$ cat config.mk
export PLATFORM = sky130hd
export DESIGN_NAME = handshake_arbiter_flat
export DESIGN_NICKNAME = d
export VERILOG_FILES = /design/src/rtl/handshake_arbiter_if.sv /design/src/rtl/handshake_arbiter.sv /design/src/flat_wrapper.sv
export SDC_FILE = /design/constraint.sdc
export NUM_CORES = 1
export LEC_CHECK = 0
export ABC_AREA = 1
export CORE_MARGIN = 5
export CORE_UTILIZATION = 30
export CTS_CLUSTER_DIAMETER = 100
export DETAILED_ROUTE_END_ITERATION = 8
export GPL_TIMING_DRIVEN = 0
export PLACE_DENSITY = 0.67
export SLEW_MARGIN = 20
export SYNTH_ARGS = -nofsm -noshare
export SYNTH_HDL_FRONTEND = slang
export SYNTH_HIERARCHICAL = 1
export SYNTH_SLANG_ARGS = --single-unit
$ cat constraint.sdc
create_clock -name clk_s -period 3.5 [get_ports clk_s]
set_input_delay 0.7 -clock clk_s [delete_from_list [all_inputs] [get_ports clk_s]]
set_output_delay 0.7 -clock clk_s [all_outputs]
set_load 0.02 [all_outputs]
$ cat src/rtl/handshake_arbiter_if.sv
// Requester-facing and channel-facing signals of the handshake arbiter.
// slave is the arbiter's view; master is the view of whoever drives requests and send_s.
interface handshake_arbiter_if #(
  parameter int WIDTH   = 7,
  parameter int NUM_REQ = 4,
  parameter int ID_W    = (NUM_REQ > 1) ? $clog2(NUM_REQ) : 1
) ();
  logic [NUM_REQ-1:0]       req_valid_s;
  logic [NUM_REQ*WIDTH-1:0] req_data_s;
  logic [NUM_REQ-1:0]       req_ready_s;
  logic [NUM_REQ-1:0]       done_s;
  logic                     send_s;
  logic                     new_data_s;
  logic [WIDTH-1:0]         data_in_s;
  logic [ID_W-1:0]          grant_id_s;
  logic                     busy_s;
  logic                     error_s;

  modport master (
    output req_valid_s, req_data_s, send_s,
    input  req_ready_s, done_s, new_data_s, data_in_s, grant_id_s, busy_s, error_s
  );

  modport slave (
    input  req_valid_s, req_data_s, send_s,
    output req_ready_s, done_s, new_data_s, data_in_s, grant_id_s, busy_s, error_s
  );
endinterface

$ cat src/rtl/handshake_arbiter.sv
// Round-robin arbiter sharing one handshake CDC channel among NUM_REQ requesters.
// Follows each crossing through send_s and raises a sticky error if send_s never falls.
module handshake_arbiter_lane (
  input  logic clk_s,
  input  logic reset_s,
  input  logic ready_d,
  input  logic done_d,
  output logic ready_q,
  output logic done_q
);
  always_ff @(posedge clk_s) begin
    if (!reset_s) begin
      ready_q <= 1'b0;
      done_q  <= 1'b0;
    end else begin
      ready_q <= ready_d;
      done_q  <= done_d;
    end
  end
endmodule

module handshake_arbiter #(
  parameter int WIDTH   = 7,
  parameter int NUM_REQ = 4,
  parameter int TIMEOUT = 16,
  parameter int ID_W    = (NUM_REQ > 1) ? $clog2(NUM_REQ) : 1
) (
  input logic                clk_s,
  input logic                reset_s,
  handshake_arbiter_if.slave bus
);
  localparam int CNT_W = $clog2(TIMEOUT);

  typedef enum logic [1:0] {IDLE, WAIT_LOW, WAIT_HIGH} state_t;

  state_t                        state_q, state_d;
  logic [ID_W-1:0]               ptr_q, ptr_d, gid_q, gid_d, win_id;
  logic                          win_vld;
  logic [CNT_W-1:0]              cnt_q, cnt_d;
  logic [WIDTH-1:0]              data_q, data_d;
  logic                          new_q, new_d, busy_q, busy_d, err_q, err_d;
  logic [NUM_REQ-1:0]            rdy_d, rdy_q, done_d, done_q;
  logic [NUM_REQ-1:0][WIDTH-1:0] req_data;

  assign req_data = bus.req_data_s;

  // Scan downward so the last hit is the one closest to ptr.
  always_comb begin
    logic [ID_W:0] idx;
    win_vld = 1'b0;
    win_id  = '0;
    idx     = '0;
    for (int k = NUM_REQ - 1; k >= 0; k--) begin
      idx = {1'b0, ptr_q} + (ID_W+1)'(k);
      if (idx >= (ID_W+1)'(NUM_REQ)) idx = idx - (ID_W+1)'(NUM_REQ);
      if (bus.req_valid_s[idx[ID_W-1:0]]) begin
        win_vld = 1'b1;
        win_id  = idx[ID_W-1:0];
      end
    end
  end

  always_comb begin
    state_d = state_q;
    ptr_d   = ptr_q;
    cnt_d   = cnt_q;
    data_d  = data_q;
    gid_d   = gid_q;
    busy_d  = busy_q;
    err_d   = err_q;
    new_d   = 1'b0;
    rdy_d   = '0;
    done_d  = '0;
    case (state_q)
      IDLE: begin
        if (bus.send_s && win_vld) begin
          data_d         = req_data[win_id];
          new_d          = 1'b1;
          rdy_d[win_id]  = 1'b1;
          gid_d          = win_id;
          busy_d         = 1'b1;
          ptr_d          = (win_id == ID_W'(NUM_REQ - 1)) ? '0 : win_id + 1'b1;
          cnt_d          = '0;
          state_d        = WAIT_LOW;
        end
      end
      WAIT_LOW: begin
        if (!bus.send_s) begin
          cnt_d   = '0;
          state_d = WAIT_HIGH;
        end else if (cnt_q == CNT_W'(TIMEOUT - 1)) begin
          // Channel never took the word: abort without a completion pulse.
          err_d   = 1'b1;
          busy_d  = 1'b0;
          cnt_d   = '0;
          state_d = IDLE;
        end else begin
          cnt_d = cnt_q + 1'b1;
        end
      end
      WAIT_HIGH: begin
        if (bus.send_s) begin
          done_d[gid_q] = 1'b1;
          busy_d        = 1'b0;
          state_d       = IDLE;
        end
      end
      default: state_d = IDLE;
    endcase
  end

  always_ff @(posedge clk_s) begin
    if (!reset_s) begin
      state_q <= IDLE;
      ptr_q   <= '0;
      cnt_q   <= '0;
      data_q  <= '0;
      gid_q   <= '0;
      new_q   <= 1'b0;
      busy_q  <= 1'b0;
      err_q   <= 1'b0;
    end else begin
      state_q <= state_d;
      ptr_q   <= ptr_d;
      cnt_q   <= cnt_d;
      data_q  <= data_d;
      gid_q   <= gid_d;
      new_q   <= new_d;
      busy_q  <= busy_d;
      err_q   <= err_d;
    end
  end

  for (genvar i = 0; i < NUM_REQ; i++) begin : g_lane
    handshake_arbiter_lane u_lane (
      .clk_s   (clk_s),
      .reset_s (reset_s),
      .ready_d (rdy_d[i]),
      .done_d  (done_d[i]),
      .ready_q (rdy_q[i]),
      .done_q  (done_q[i])
    );
  end

  assign bus.req_ready_s = rdy_q;
  assign bus.done_s      = done_q;
  assign bus.new_data_s  = new_q;
  assign bus.data_in_s   = data_q;
  assign bus.grant_id_s  = gid_q;
  assign bus.busy_s      = busy_q;
  assign bus.error_s     = err_q;
endmodule

$ cat src/flat_wrapper.sv
// flat-port wrapper written by rule: the top's interface ports become plain ports
module handshake_arbiter_flat 
#(
  parameter int WIDTH   = 7,
  parameter int NUM_REQ = 4,
  parameter int TIMEOUT = 16,
  parameter int ID_W    = (NUM_REQ > 1) ? $clog2(NUM_REQ) : 1
)
  (clk_s, reset_s, bus_req_valid_s, bus_req_data_s, bus_send_s, bus_req_ready_s, bus_done_s, bus_new_data_s, bus_data_in_s, bus_grant_id_s, bus_busy_s, bus_error_s);
  handshake_arbiter_if #(.WIDTH(WIDTH), .NUM_REQ(NUM_REQ), .ID_W(ID_W)) bus_i ();
  input logic clk_s;
  input logic reset_s;
  input wire logic [$bits(bus_i.req_valid_s)-1:0] bus_req_valid_s;
  input wire logic [$bits(bus_i.req_data_s)-1:0] bus_req_data_s;
  input wire logic [$bits(bus_i.send_s)-1:0] bus_send_s;
  output wire logic [$bits(bus_i.req_ready_s)-1:0] bus_req_ready_s;
  output wire logic [$bits(bus_i.done_s)-1:0] bus_done_s;
  output wire logic [$bits(bus_i.new_data_s)-1:0] bus_new_data_s;
  output wire logic [$bits(bus_i.data_in_s)-1:0] bus_data_in_s;
  output wire logic [$bits(bus_i.grant_id_s)-1:0] bus_grant_id_s;
  output wire logic [$bits(bus_i.busy_s)-1:0] bus_busy_s;
  output wire logic [$bits(bus_i.error_s)-1:0] bus_error_s;
  assign bus_i.req_valid_s = bus_req_valid_s;
  assign bus_i.req_data_s = bus_req_data_s;
  assign bus_i.send_s = bus_send_s;
  assign bus_req_ready_s = bus_i.req_ready_s;
  assign bus_done_s = bus_i.done_s;
  assign bus_new_data_s = bus_i.new_data_s;
  assign bus_data_in_s = bus_i.data_in_s;
  assign bus_grant_id_s = bus_i.grant_id_s;
  assign bus_busy_s = bus_i.busy_s;
  assign bus_error_s = bus_i.error_s;
  handshake_arbiter #(.WIDTH(WIDTH), .NUM_REQ(NUM_REQ), .TIMEOUT(TIMEOUT), .ID_W(ID_W)) u_core (.clk_s(clk_s), .reset_s(reset_s), .bus(bus_i));
endmodule
==> results.sh, run 1 <==
export IMPL_status="completed"
export IMPL_syn_avg_cell_area_um2=6.35
export IMPL_io_buffers=53
export IMPL_yosys_warnings=6
export IMPL_synthToLayoutAreaGrowth_pct=37.4
export IMPL_wl_um=4310
export IMPL_max_vdd_ir_drop_mv=0.307
export IMPL_dieHeight_um=88.8
export IMPL_final_cell_mix="nand2_1 (87), inv_1 (57), clkdlybuf4s50_1 (53)"
export IMPL_startpoint_type="input pin"
export IMPL_root_buffer="clkbuf_8"
export IMPL_nets=395
export IMPL_vias=1844
export IMPL_netlist_cell_type_count=31
export IMPL_clock_path_buffers=2
export IMPL_worstSetupPathType="input pin to register"
export IMPL_finalPower_w=0.00222
export IMPL_drt_pass1_iterations=4
export IMPL_grt_pass1_wl_um=7560
export IMPL_antenna_found_initial=0
export IMPL_post_cts_buffers=0
export IMPL_drv_slew=0
export IMPL_pwr_density_cell_nw_per_um2=870
export IMPL_wire_per_inst_um=10.1
export IMPL_clock_sinks=28
export IMPL_grt_max_degree=17
export IMPL_required_ns=3.67
export IMPL_grt_pass1_vias=1825
export IMPL_mostFrequentLayoutCell="nand2_1"
export IMPL_drv_cap=0
export IMPL_setup_viol=0
export IMPL_grt_ovfl_total=0
export IMPL_postLayoutCoreUtil_pct=42.7
export IMPL_place_area_um2=2490
export IMPL_fin_crit_ns=2.39
export IMPL_ant_nets=0
export IMPL_cp_max_fo=8
export IMPL_gp_congestion=0.776
export IMPL_fin_tns_setup_ns=0
export IMPL_finalCritPeriodShare_pct=68.2
export IMPL_final_cell_area_um2=2560
export IMPL_clkLatencyLatePin_ns=0.27
export IMPL_core_area_um2=5990
export IMPL_drc=0
export IMPL_timing_hold_ws_ns=0.475
export IMPL_h_tree_depth=1
export IMPL_hold_viol_final=0
export IMPL_slew_headroom_pct=68.0
export IMPL_yosysTopAreaCell="dfxtp_1"
export IMPL_end_kind="register"
export IMPL_synth_top_area_share_pct=30.1
export IMPL_seq_area_frac_synth_pct=30.1
export IMPL_layout_drive_gt1_share_pct=10.3
export IMPL_num_antenna_cells=0
export IMPL_grtUsageTotal_pct=11.8
export IMPL_clock_skew_ns=0.00450
export IMPL_drtIter0Drc=99
export IMPL_start_util_pct=31.1
export IMPL_p_leak_nw=1.33
export IMPL_dp_hpwl_um=3500
export IMPL_worst_slew_pin_slew_ns=0.480
export IMPL_rsz0062_at_grt="no"
export IMPL_synth_net_count=337
export IMPL_ios=55
export IMPL_ys_top_cells_by_area="dfxtp_1 (30%), nand2_1 (18%), inv_1 (11%)"
export IMPL_rows=28
export IMPL_die_x_um=88.8
export IMPL_hold_class="register to register"
export IMPL_postCtsHoldBufs=0
export IMPL_max_freq_ghz=0.419
export IMPL_synth_seq_cells=28
export IMPL_cp_arrival_ns=2.55
export IMPL_clkTransAtPathRegs_ns=0.10
export IMPL_synth_area_um2=1860
export IMPL_dieArea_um2=7880
export IMPL_syn_instance_count=293
export IMPL_cts_resized=0
export IMPL_avgViaCountPerCell=4.34
export IMPL_cts_tree="built"
export IMPL_numCtsBuffers=3
critical path, cell delays in order:
cell	delay, ns
clkdlybuf4s50_1	0.52
nand2_1	0.07
nand2_1	0.09
nand2_2	0.07
nand3_1	0.08
nand2_1	0.05
nand2_1	0.06
nand2_2	0.13
inv_1	0.29
ha_1	0.29
o21ai_0	0.16
a21oi_1	0.05
kinds of logic (layout without fill, tap and decap cells):
group / Yosys count / count (layout) / share of synthesized area [%]
compound gates: 22 / 22 / 6.92
xor+xnor: 1 / 1 / 0.471
fa+ha+maj: 9 / 9 / 6.05
buf+inv: 70 / 127 / 16.2
flops: 28 / 28 / 30.1
simple gates: 163 / 163 / 40.3
routing by layer:
layer / GRT usage [%] / vias to the layer above / part of all wire (%)
met5: 0 / - / 0
met1: 14.9 / 792 / 47
li1: - / 997 / -
met3: 2.89 / 8 / 7.7
met2: 19.5 / 47 / 44
met4: 4.12 / 0 / 1.4
per-stage QoR:
stage	setup slack, ns	instances
floorplan	1.53	293
global placement	0.856	421
detailed placement	0.830	421
CTS	1.12	425
global route	0.938	425
finish	1.11	425
Yosys cell counts:
cell,number
o21a_1,4
o21ai_0,3
buf_8,1
o21ai_2,1
nor2_1,17
a211oi_1,1
ha_1,9
dfxtp_1,28
clkbuf_1,2
nand3_4,1
buf_2,2
nand2_4,1
nand2_2,14
inv_4,1
nor2_2,1
nand3_1,33
a21oi_1,9
nor2_4,1
inv_1,57
xor2_1,1
nand2_1,87
nor3_1,1
o21ai_1,3
nand4_1,1
or2_1,1
buf_4,2
nand3b_1,3
nand3_2,2
a21o_1,1
buf_6,2
inv_2,3
sequential cells by signal, indices dropped and copies added (netlist names):
signal and cells:
u_core/bus.data_in_s 7, u_core/cnt_q 4, u_core/g_lane.u_lane/done_q 4, u_core/g_lane.u_lane/ready_q 4, u_core/bus.grant_id_s 2, u_core/ptr_q 2
u_core/state_q 2, u_core/bus.busy_s 1, u_core/bus.error_s 1, u_core/bus.new_data_s 1
path summary, 6_finish.rpt:
kind / from / to / slack, ns / cells past startpoint
worst min-delay path: u_core/bus.busy_s / u_core/bus.busy_s / 0.47 / 2
worst max-delay path: bus_req_valid_s[2] / u_core/ptr_q[1] / 1.11 / 12
worst max register to register: u_core/ptr_q[0] / u_core/ptr_q[1] / 1.48 / 14
worst min register to register: u_core/bus.busy_s / u_core/bus.busy_s / 0.47 / 2
power breakdown:
part	leakage, nW	switching, W	internal, W
sequential	0.229	0.0000541	0.000408
clock	0.0357	0.000102	0.000153
combinational	1.07	0.000927	0.000581
final cells by class:
type / count / area, µm²
Fill cell: 639 / 3430
Multi-Input combinational cell: 195 / 1000
Sequential cell: 28 / 561
Timing Repair Buffer: 53 / 531
Inverter: 61 / 231
Tap cell: 75 / 93.8
Buffer: 9 / 70.1
Clock buffer: 3 / 41.3
Clock inverter: 1 / 30.0
(Power assumes the default switching activity.)
==> run 2: changes to the inputs <==
- PLACE_DENSITY: 0.67 -> 0.69
- clock period: 3.5 -> 2 ns (I/O delays scaled with it)
==> results.sh, run 2 (synthesis results as in run 1) <==
export IMPL_final_cell_area_um2=2720
export IMPL_avgViaCountPerCell=4.34
export IMPL_holdPathStages=2
export IMPL_postCtsHoldBufs=0
export IMPL_slew_headroom_pct=69.4
export IMPL_finalNonFillerCells=437
export IMPL_clock_path_buffers=2
export IMPL_cp_max_fo=9
export IMPL_startpoint_type="register"
export IMPL_drt_pass1_iterations=4
export IMPL_dieHeight_um=88.8
export IMPL_root_buffer="clkbuf_8"
export IMPL_ios=55
export IMPL_vias=1897
export IMPL_ant_nets=0
export IMPL_wl_um=4620
export IMPL_r2r_cells=17
export IMPL_timing_hold_ws_ns=0.470
export IMPL_required_ns=2.22
export IMPL_antenna_found_initial=0
export IMPL_layout_drive_gt1_share_pct=17.4
export IMPL_grt_pass1_vias=1746
export IMPL_p_leak_nw=1.44
export IMPL_die_x_um=88.8
export IMPL_pwr_density_cell_nw_per_um2=1590
export IMPL_dp_cells=421
export IMPL_cts_tree="built"
export IMPL_start_util_pct=31.1
export IMPL_max_vdd_ir_drop_mv=0.864
export IMPL_mostFrequentLayoutCell="nand2_1"
export IMPL_end_kind="register"
export IMPL_largest_reg_flops=7
export IMPL_gp_congestion=0.843
export IMPL_grtUsageTotal_pct=11.6
export IMPL_nets=408
export IMPL_rsz0062_at_grt="yes"
export IMPL_io_buffers=53
export IMPL_rows=28
export IMPL_finalCritPeriodShare_pct=95.4
export IMPL_num_antenna_cells=0
export IMPL_place_area_um2=2490
export IMPL_drc=0
export IMPL_clkTransAtPathRegs_ns=0.09
export IMPL_cp_arrival_ns=2.13
export IMPL_final_cell_mix="nand2_1 (82), inv_1 (54), clkdlybuf4s50_1 (49)"
export IMPL_clkLatencyLatePin_ns=0.28
export IMPL_hold_viol_final=0
export IMPL_drtIter0Drc=154
export IMPL_clock_sinks=28
export IMPL_grt_pass1_wl_um=7420
export IMPL_drv_slew=0
export IMPL_hold_class="register to register"
export IMPL_wire_per_inst_um=10.6
export IMPL_dieArea_um2=7880
export IMPL_finalPower_w=0.00433
export IMPL_clock_skew_ns=0.00672
export IMPL_fin_tns_setup_ns=0
export IMPL_setup_viol=0
export IMPL_status="completed"
export IMPL_fin_crit_ns=1.91
export IMPL_synthToLayoutAreaGrowth_pct=46.0
export IMPL_worst_slew_pin_slew_ns=0.459
export IMPL_h_tree_depth=1
export IMPL_grt_max_degree=15
export IMPL_dp_hpwl_um=3470
export IMPL_drv_cap=0
export IMPL_core_area_um2=5990
export IMPL_grt_ovfl_total=0
export IMPL_worstSetupPathType="register to register"
export IMPL_numCtsBuffers=3
export IMPL_max_freq_ghz=0.524
## run 2: critical path, cell delays in order (launching register included)
cell and delay (ns):
dfxtp_2 0.33, buf_6 0.11, inv_4 0.04, buf_12 0.13
nand2_2 0.06, nand2_1 0.05, nand2_1 0.07, nand3_2 0.08
nand2_1 0.08, nand2_2 0.07, nand2_4 0.11, clkinvlp_4 0.13
buf_6 0.14, nor2_4 0.16, nand3_2 0.09, nand2_1 0.07
nand2_1 0.04, nand2_1 0.07
## run 2: timing repair
action / 4_1_cts / 5_1_grt
buffers inserted: 2 / 11
resized for setup: 2 / 27
pin swaps: 0 / 7
endpoints found under the setup margin: 1 / 15
## run 2: metrics by stage
| step | worst slack [ns] | util (%) |
|---|---|---|
| 2_1_floorplan | 0.201 | - |
| 3_3_place_gp | -0.348 | 41.5 |
| 3_5_place_dp | -0.344 | 41.5 |
| 4_1_cts | 0.0327 | 42.5 |
| 5_1_grt | -0.0858 | 45.4 |
| 6_report | 0.0921 | 45.4 |
## run 2: metal layers
metal	part of all wire, %	GRT usage [%]	wire length, µm	up-vias
met5	0	0	0	-
met1	45	14.5	2080	814
met3	6.9	2.61	320	7
li1	-	-	-	1026
met4	1.8	4.12	83	0
met2	46	19.6	2140	50
## run 2: power by group
| part | internal (W) | total (W) | switching (W) |
|---|---|---|---|
| logic | 0.00138 | 0.00321 | 0.00183 |
| clock network | 0.000136 | 0.000307 | 0.000172 |
| registers | 0.000718 | 0.000819 | 0.000101 |
| total | 0.00223 | 0.00433 | 0.00210 |
## run 2: final cells by class
class                      instances  area, µm²
buffer                             9       78.8
clock buffer                       3       41.3
fill                             605       3270
inverter                          61        238
multi-input combinational        195       1060
sequential                        28        563
tap                               75       93.8
timing repair buffer              66        642
## run 2: path summary, 6_finish.rpt
kind,from,end,slack [ns]
worst max-delay path,u_core/ptr_q[0],u_core/bus.data_in_s[6],0.09
worst min-delay path,u_core/bus.error_s,u_core/bus.error_s,0.47
worst max register to register,u_core/ptr_q[0],u_core/bus.data_in_s[6],0.09
worst min register to register,u_core/bus.error_s,u_core/bus.error_s,0.47
